`config.mk`:
```
export PLATFORM = sky130hd
export DESIGN_NAME = uart_rx
export DESIGN_NICKNAME = d
export VERILOG_FILES = /design/src/rtl/uart_rx.sv
export SDC_FILE = /design/constraint.sdc
export NUM_CORES = 1
export LEC_CHECK = 0
export CAP_MARGIN = 25
export CORE_MARGIN = 2
export CORE_UTILIZATION = 45
export CTS_BUF_LIST = sky130_fd_sc_hd__clkbuf_4 sky130_fd_sc_hd__clkbuf_8
export CTS_CLUSTER_DIAMETER = 150
export DETAILED_ROUTE_END_ITERATION = 10
export GPL_TIMING_DRIVEN = 0
export PLACE_DENSITY = 0.62
export SETUP_SLACK_MARGIN = 0.02
export SLEW_MARGIN = 30
export SYNTH_ARGS = -nofsm -noshare
export SYNTH_HDL_FRONTEND = slang
export SYNTH_SLANG_ARGS = --single-unit
export TNS_END_PERCENT = 20
```
`constraint.sdc`:
```
create_clock -name CLK -period 2.5 [get_ports CLK]
set_input_delay 0.5 -clock CLK [delete_from_list [all_inputs] [get_ports CLK]]
set_output_delay 0.5 -clock CLK [all_outputs]
set_load 0.02 [all_outputs]
```
`src/rtl/uart_rx.sv`:
```
// 8N1 UART receiver with a 2-flop input synchronizer and a per-bit timing counter.
// Define UART_RX_PARITY_EN to add an even-parity bit between data and stop.
module uart_rx #(
  parameter int CLKS_PER_BIT = 12,
  parameter int DATA_BITS    = 8
) (
  input  logic                 CLK,
  input  logic                 RST,
  input  logic                 rx_in,
  output logic [DATA_BITS-1:0] rx_data,
  output logic                 rx_valid,
  output logic                 busy,
  output logic                 frame_error,
  output logic                 parity_error
);

  localparam int HALF = CLKS_PER_BIT / 2;
  localparam int CW   = $clog2(CLKS_PER_BIT);
  localparam int IW   = $clog2(DATA_BITS);
  localparam logic [CW-1:0] CNT_MID  = CW'(HALF - 1);
  localparam logic [CW-1:0] CNT_LAST = CW'(CLKS_PER_BIT - 1);
  localparam logic [IW-1:0] IDX_LAST = IW'(DATA_BITS - 1);

  typedef enum logic [2:0] {S_IDLE, S_START, S_DATA, S_PARITY, S_STOP, S_BRK} state_t;

  state_t               state;
  logic                 rx_m, rx_s;
  logic [CW-1:0]        cnt;
  logic [IW-1:0]        idx;
  logic [DATA_BITS-1:0] shift;
`ifdef UART_RX_PARITY_EN
  logic                 par;
`endif

  always_ff @(posedge CLK) begin
    if (RST) begin
      rx_m <= 1'b1;
      rx_s <= 1'b1;
    end else begin
      rx_m <= rx_in;
      rx_s <= rx_m;
    end
  end

  always_ff @(posedge CLK) begin
    if (RST) begin
      state       <= S_IDLE;
      cnt         <= '0;
      idx         <= '0;
      shift       <= '0;
      rx_data     <= '0;
      rx_valid    <= 1'b0;
      busy        <= 1'b0;
      frame_error <= 1'b0;
`ifdef UART_RX_PARITY_EN
      par          <= 1'b0;
      parity_error <= 1'b0;
`endif
    end else begin
      rx_valid    <= 1'b0;
      frame_error <= 1'b0;
`ifdef UART_RX_PARITY_EN
      parity_error <= 1'b0;
`endif
      case (state)
        S_IDLE: if (!rx_s) begin
          state <= S_START;
          cnt   <= '0;
          busy  <= 1'b1;
        end
        // Re-check the line at mid start bit to reject glitches.
        S_START: if (cnt == CNT_MID) begin
          cnt <= '0;
          if (!rx_s) begin
            state <= S_DATA;
            idx   <= '0;
          end else begin
            state <= S_IDLE;
            busy  <= 1'b0;
          end
        end else cnt <= cnt + 1'b1;
        S_DATA: if (cnt == CNT_LAST) begin
          cnt   <= '0;
          shift <= {rx_s, shift[DATA_BITS-1:1]};
          idx   <= idx + 1'b1;
          if (idx == IDX_LAST)
`ifdef UART_RX_PARITY_EN
            state <= S_PARITY;
`else
            state <= S_STOP;
`endif
        end else cnt <= cnt + 1'b1;
`ifdef UART_RX_PARITY_EN
        S_PARITY: if (cnt == CNT_LAST) begin
          cnt   <= '0;
          par   <= rx_s;
          state <= S_STOP;
        end else cnt <= cnt + 1'b1;
`endif
        // A low stop bit wins over parity and parks in S_BRK until the line recovers.
        S_STOP: if (cnt == CNT_LAST) begin
          cnt <= '0;
          if (rx_s) begin
            state <= S_IDLE;
            busy  <= 1'b0;
`ifdef UART_RX_PARITY_EN
            if (^{shift, par}) parity_error <= 1'b1;
            else begin
              rx_data  <= shift;
              rx_valid <= 1'b1;
            end
`else
            rx_data  <= shift;
            rx_valid <= 1'b1;
`endif
          end else begin
            frame_error <= 1'b1;
            state       <= S_BRK;
          end
        end else cnt <= cnt + 1'b1;
        S_BRK: if (rx_s) begin
          state <= S_IDLE;
          busy  <= 1'b0;
        end
        default: begin
          state <= S_IDLE;
          cnt   <= '0;
          busy  <= 1'b0;
        end
      endcase
    end
  end

`ifndef UART_RX_PARITY_EN
  assign parity_error = 1'b0;
`endif

endmodule

```
==> flow_metrics.py <==
metrics = {
    "status": {
        "status": "finished clean",
    },
    "clocking": {
        "h-tree-depth": 2,
        "numCtsBuffers": 5,
        "cts_setup_buffers": 0,
        "holdBufCountCts": 0,
        "cts.clk_slew.worst_paths_ns": 0.10,
        "cts_max_path_buffers": 2,
        "clk_latency_ns": 0.34,
        "cts_resized": 0,
        "clkSinkCount": 31,
        "cts_tree": "yes",
        "root_buffer": "clkbuf_4",
    },
    "global_routing": {
        "grt_max_degree": 11,
        "grtUsageMet2_pct": 28.3,
        "grt.overflow.total": 0,
        "met1_usage_pct": 20.5,
        "grt_pass1_vias": 1011,
        "grt_pass1_wl_microns": 4490,
        "grt_util_all_layers_pct": 17.7,
        "grt_util_met3_pct": 6.77,
        "antenna_found_initial": 0,
        "top_usage_layer": "met2",
    },
    "floorplan": {
        "die_w_microns": 59.5,
        "chipHeight_microns": 59.5,
        "rows": 20,
        "initial_core_util_pct": 46.5,
        "die_area_sq_um": 3530,
        "core_sq_um": 2980,
        "ios": 15,
    },
    "critical_path": {
        "path_cells": "clkdlybuf4s50_1",
        "cp-end-kind": "output port",
        "reg2reg_slack_ns": 0.80,
        "slowest_stage": "clkdlybuf4s50_1",
        "startpoint_type": "register",
        "crit_arrival_ns": 1.28,
        "crit_family": "buffers and inverters",
        "slowest_delay_ns": 0.61,
        "path_max_fanout": 2,
        "cp_data_required_time_ns": 2.00,
        "critPathKind": "reg -> out",
        "cp_num_buf_inv": 1,
    },
    "pwr": {
        "sw_frac_of_total_pct": 21.4,
        "irDropWorstVdd_mv": 0.380,
        "comb_power_share_pct": 4.7,
        "clockPowerShare_pct": 43.1,
        "power.share.sequential_pct": 52.2,
        "power.leakage_uw": 0.000663,
        "p_sw_uw": 205,
        "internal_power_uw": 753,
        "power.density_nw_per_um2": 583,
    },
    "timing": {
        "hold_viol": 0,
        "min_period_ns": 1.78,
        "setup_violations": 0,
        "tns_ns": 0,
        "skew_ns": 0.0120,
        "maxSlewViolCount": 0,
        "hold_ws_ns": 0.417,
        "post-route-period-util_pct": 71.3,
        "rsz0062_at_grt": "no",
        "fmax_mhz": 561,
    },
    "place": {
        "gp_congestion": 0.844,
        "dp_hpwl_microns": 1840,
        "io_buffers": 13,
        "place_inst": 199,
        "post_dp_cell_area_sq_um": 1560,
    },
    "detailed_routing": {
        "drtIter0Drc": 16,
        "ant_nets": 0,
        "wl_per_cell_microns": 12.7,
        "via_count": 1079,
        "totalWireLength_microns": 2640,
        "detail_route.first_pass.iterations": 4,
        "routed_via_density": 5.21,
        "drc_errors": 0,
    },
    "synthesis": {
        "synthCells": 153,
        "yosys_warnings": 0,
        "syn_nets": 160,
        "synth_seq_cells": 31,
        "synth_area_per_cell_sq_um": 9.04,
        "synth_seq_area_share_pct": 44.8,
        "syn-cell-area_sq_um": 1380,
        "synth_cell_types": 43,
    },
    "layout": {
        "fin_util_pct": 55.1,
        "stdcell_count": 207,
        "syn_to_final_growth_pct": 18.6,
        "drive_gt1_share_pct": 13.8,
        "final_nets": 180,
        "fin_area_sq_um": 1640,
        "antenna_cells": 0,
    },
    "run": {
        "maxCapViolations": 0,
    },
    "worst_hold_path": {
        "hold_path.class": "reg -> reg",
    },
}
cell type report:
cell class	count	area, sq um
timing repair buffer	13	130
sequential	31	621
fill	302	1340
tap	33	41.3
buffer	11	63.8
inverter	3	11.3
clock inverter	2	35.0
clock buffer	6	51.3
multi-input combinational	108	688
power by group through the flow:
| stage | clock network, uW | logic (uW) | registers [uW] |
|---|---|---|---|
| after floorplan | 0 | 31.0 | 513 |
| after global placement | 0 | 44.6 | 512 |
| after detailed placement | 0 | 45.1 | 512 |
| after CTS | 426 | 45.3 | 500 |
| after global routing | 451 | 48.8 | 501 |
| final | 413 | 44.6 | 500 |
per-stage QoR:
stage / total power (uW) / setup slack (ns)
2_1_floorplan: 544 / 1.06
3_3_place_gp: 556 / 0.387
3_5_place_dp: 557 / 0.384
4_1_cts: 972 / 0.679
5_1_grt: 1000 / 0.626
6_report: 958 / 0.717
flip-flops by register name, indices dropped and copies added (netlist names):
signal,count
frame_error,1
idx,3
rx_s,1
rx_m,1
rx_data,8
cnt,4
busy,1
rx_valid,1
shift,8
state,3
Yosys cell counts, drive strengths merged:
master / number / area share [%]
clkbuf: 4 / 1.1
and4b: 1 / 0.72
o22a: 1 / 0.72
or2: 4 / 1.8
o21a: 1 / 0.54
mux2i: 9 / 6.5
o22ai: 1 / 0.45
nand2: 23 / 6.2
nand2b: 1 / 0.45
o21ai: 2 / 0.72
o32ai: 1 / 2.0
conb: 1 / 0.27
a21boi: 1 / 0.54
and3b: 2 / 1.3
nand3b: 1 / 0.54
a21oi: 15 / 5.7
buf: 7 / 3.5
dfxtp: 31 / 45
inv: 3 / 0.81
and2: 1 / 0.45
ha: 4 / 3.6
nand3: 6 / 2.5
nor3b: 2 / 1.1
nor2: 16 / 4.5
or3b: 2 / 1.4
a31oi: 1 / 0.45
or3: 2 / 1.3
a2111oi: 2 / 1.4
xnor2: 1 / 0.63
nand4b: 1 / 0.63
a32o: 1 / 0.72
nor2b: 3 / 1.4
and3: 1 / 0.45
o32a: 1 / 0.72
path summary, 6_finish.rpt:
kind | from | to | cells after the start
setup / recovery | rx_data[3] | rx_data[3] | 1
hold / removal | rx_m | rx_s | 1
setup reg to reg | cnt[0] | rx_data[4] | 5
hold reg to reg | rx_m | rx_s | 1
per-layer routing:
metal	share of wire, %	vias to the layer above
met2	47	18
met4	0.30	0
met1	49	497
li1	-	562
met5	0	-
met3	3.6	2
kinds of logic after synthesis:
group	count (synthesis)	share of synthesized area, %
buffers and inverters	14	5.42
flip-flops	31	44.8
other	1	0.271
multiplexers	9	6.51
AO/OA/AOI/OAI	27	13.9
adder cells (fa/ha/maj)	4	3.62
AND/OR/NAND/NOR	66	24.8
XOR/XNOR	1	0.633
layout by cell type (no fill, tap or decap), drive strengths merged, types with 2 or more instances in the layout:
| cell | n |
|---|---|
| o21ai | 2 |
| nand2 | 23 |
| a21oi | 15 |
| mux2i | 9 |
| ha | 4 |
| and3b | 2 |
| inv | 3 |
| buf | 7 |
| or3b | 2 |
| clkdlybuf4s50 | 13 |
| a2111oi | 2 |
| or2 | 4 |
| nor2b | 3 |
| nand3 | 6 |
| dfxtp | 31 |
| clkbuf | 10 |
| nor2 | 16 |
| nor3b | 2 |
| or3 | 2 |
No activity file was read; power rests on OpenSTA's default activity.
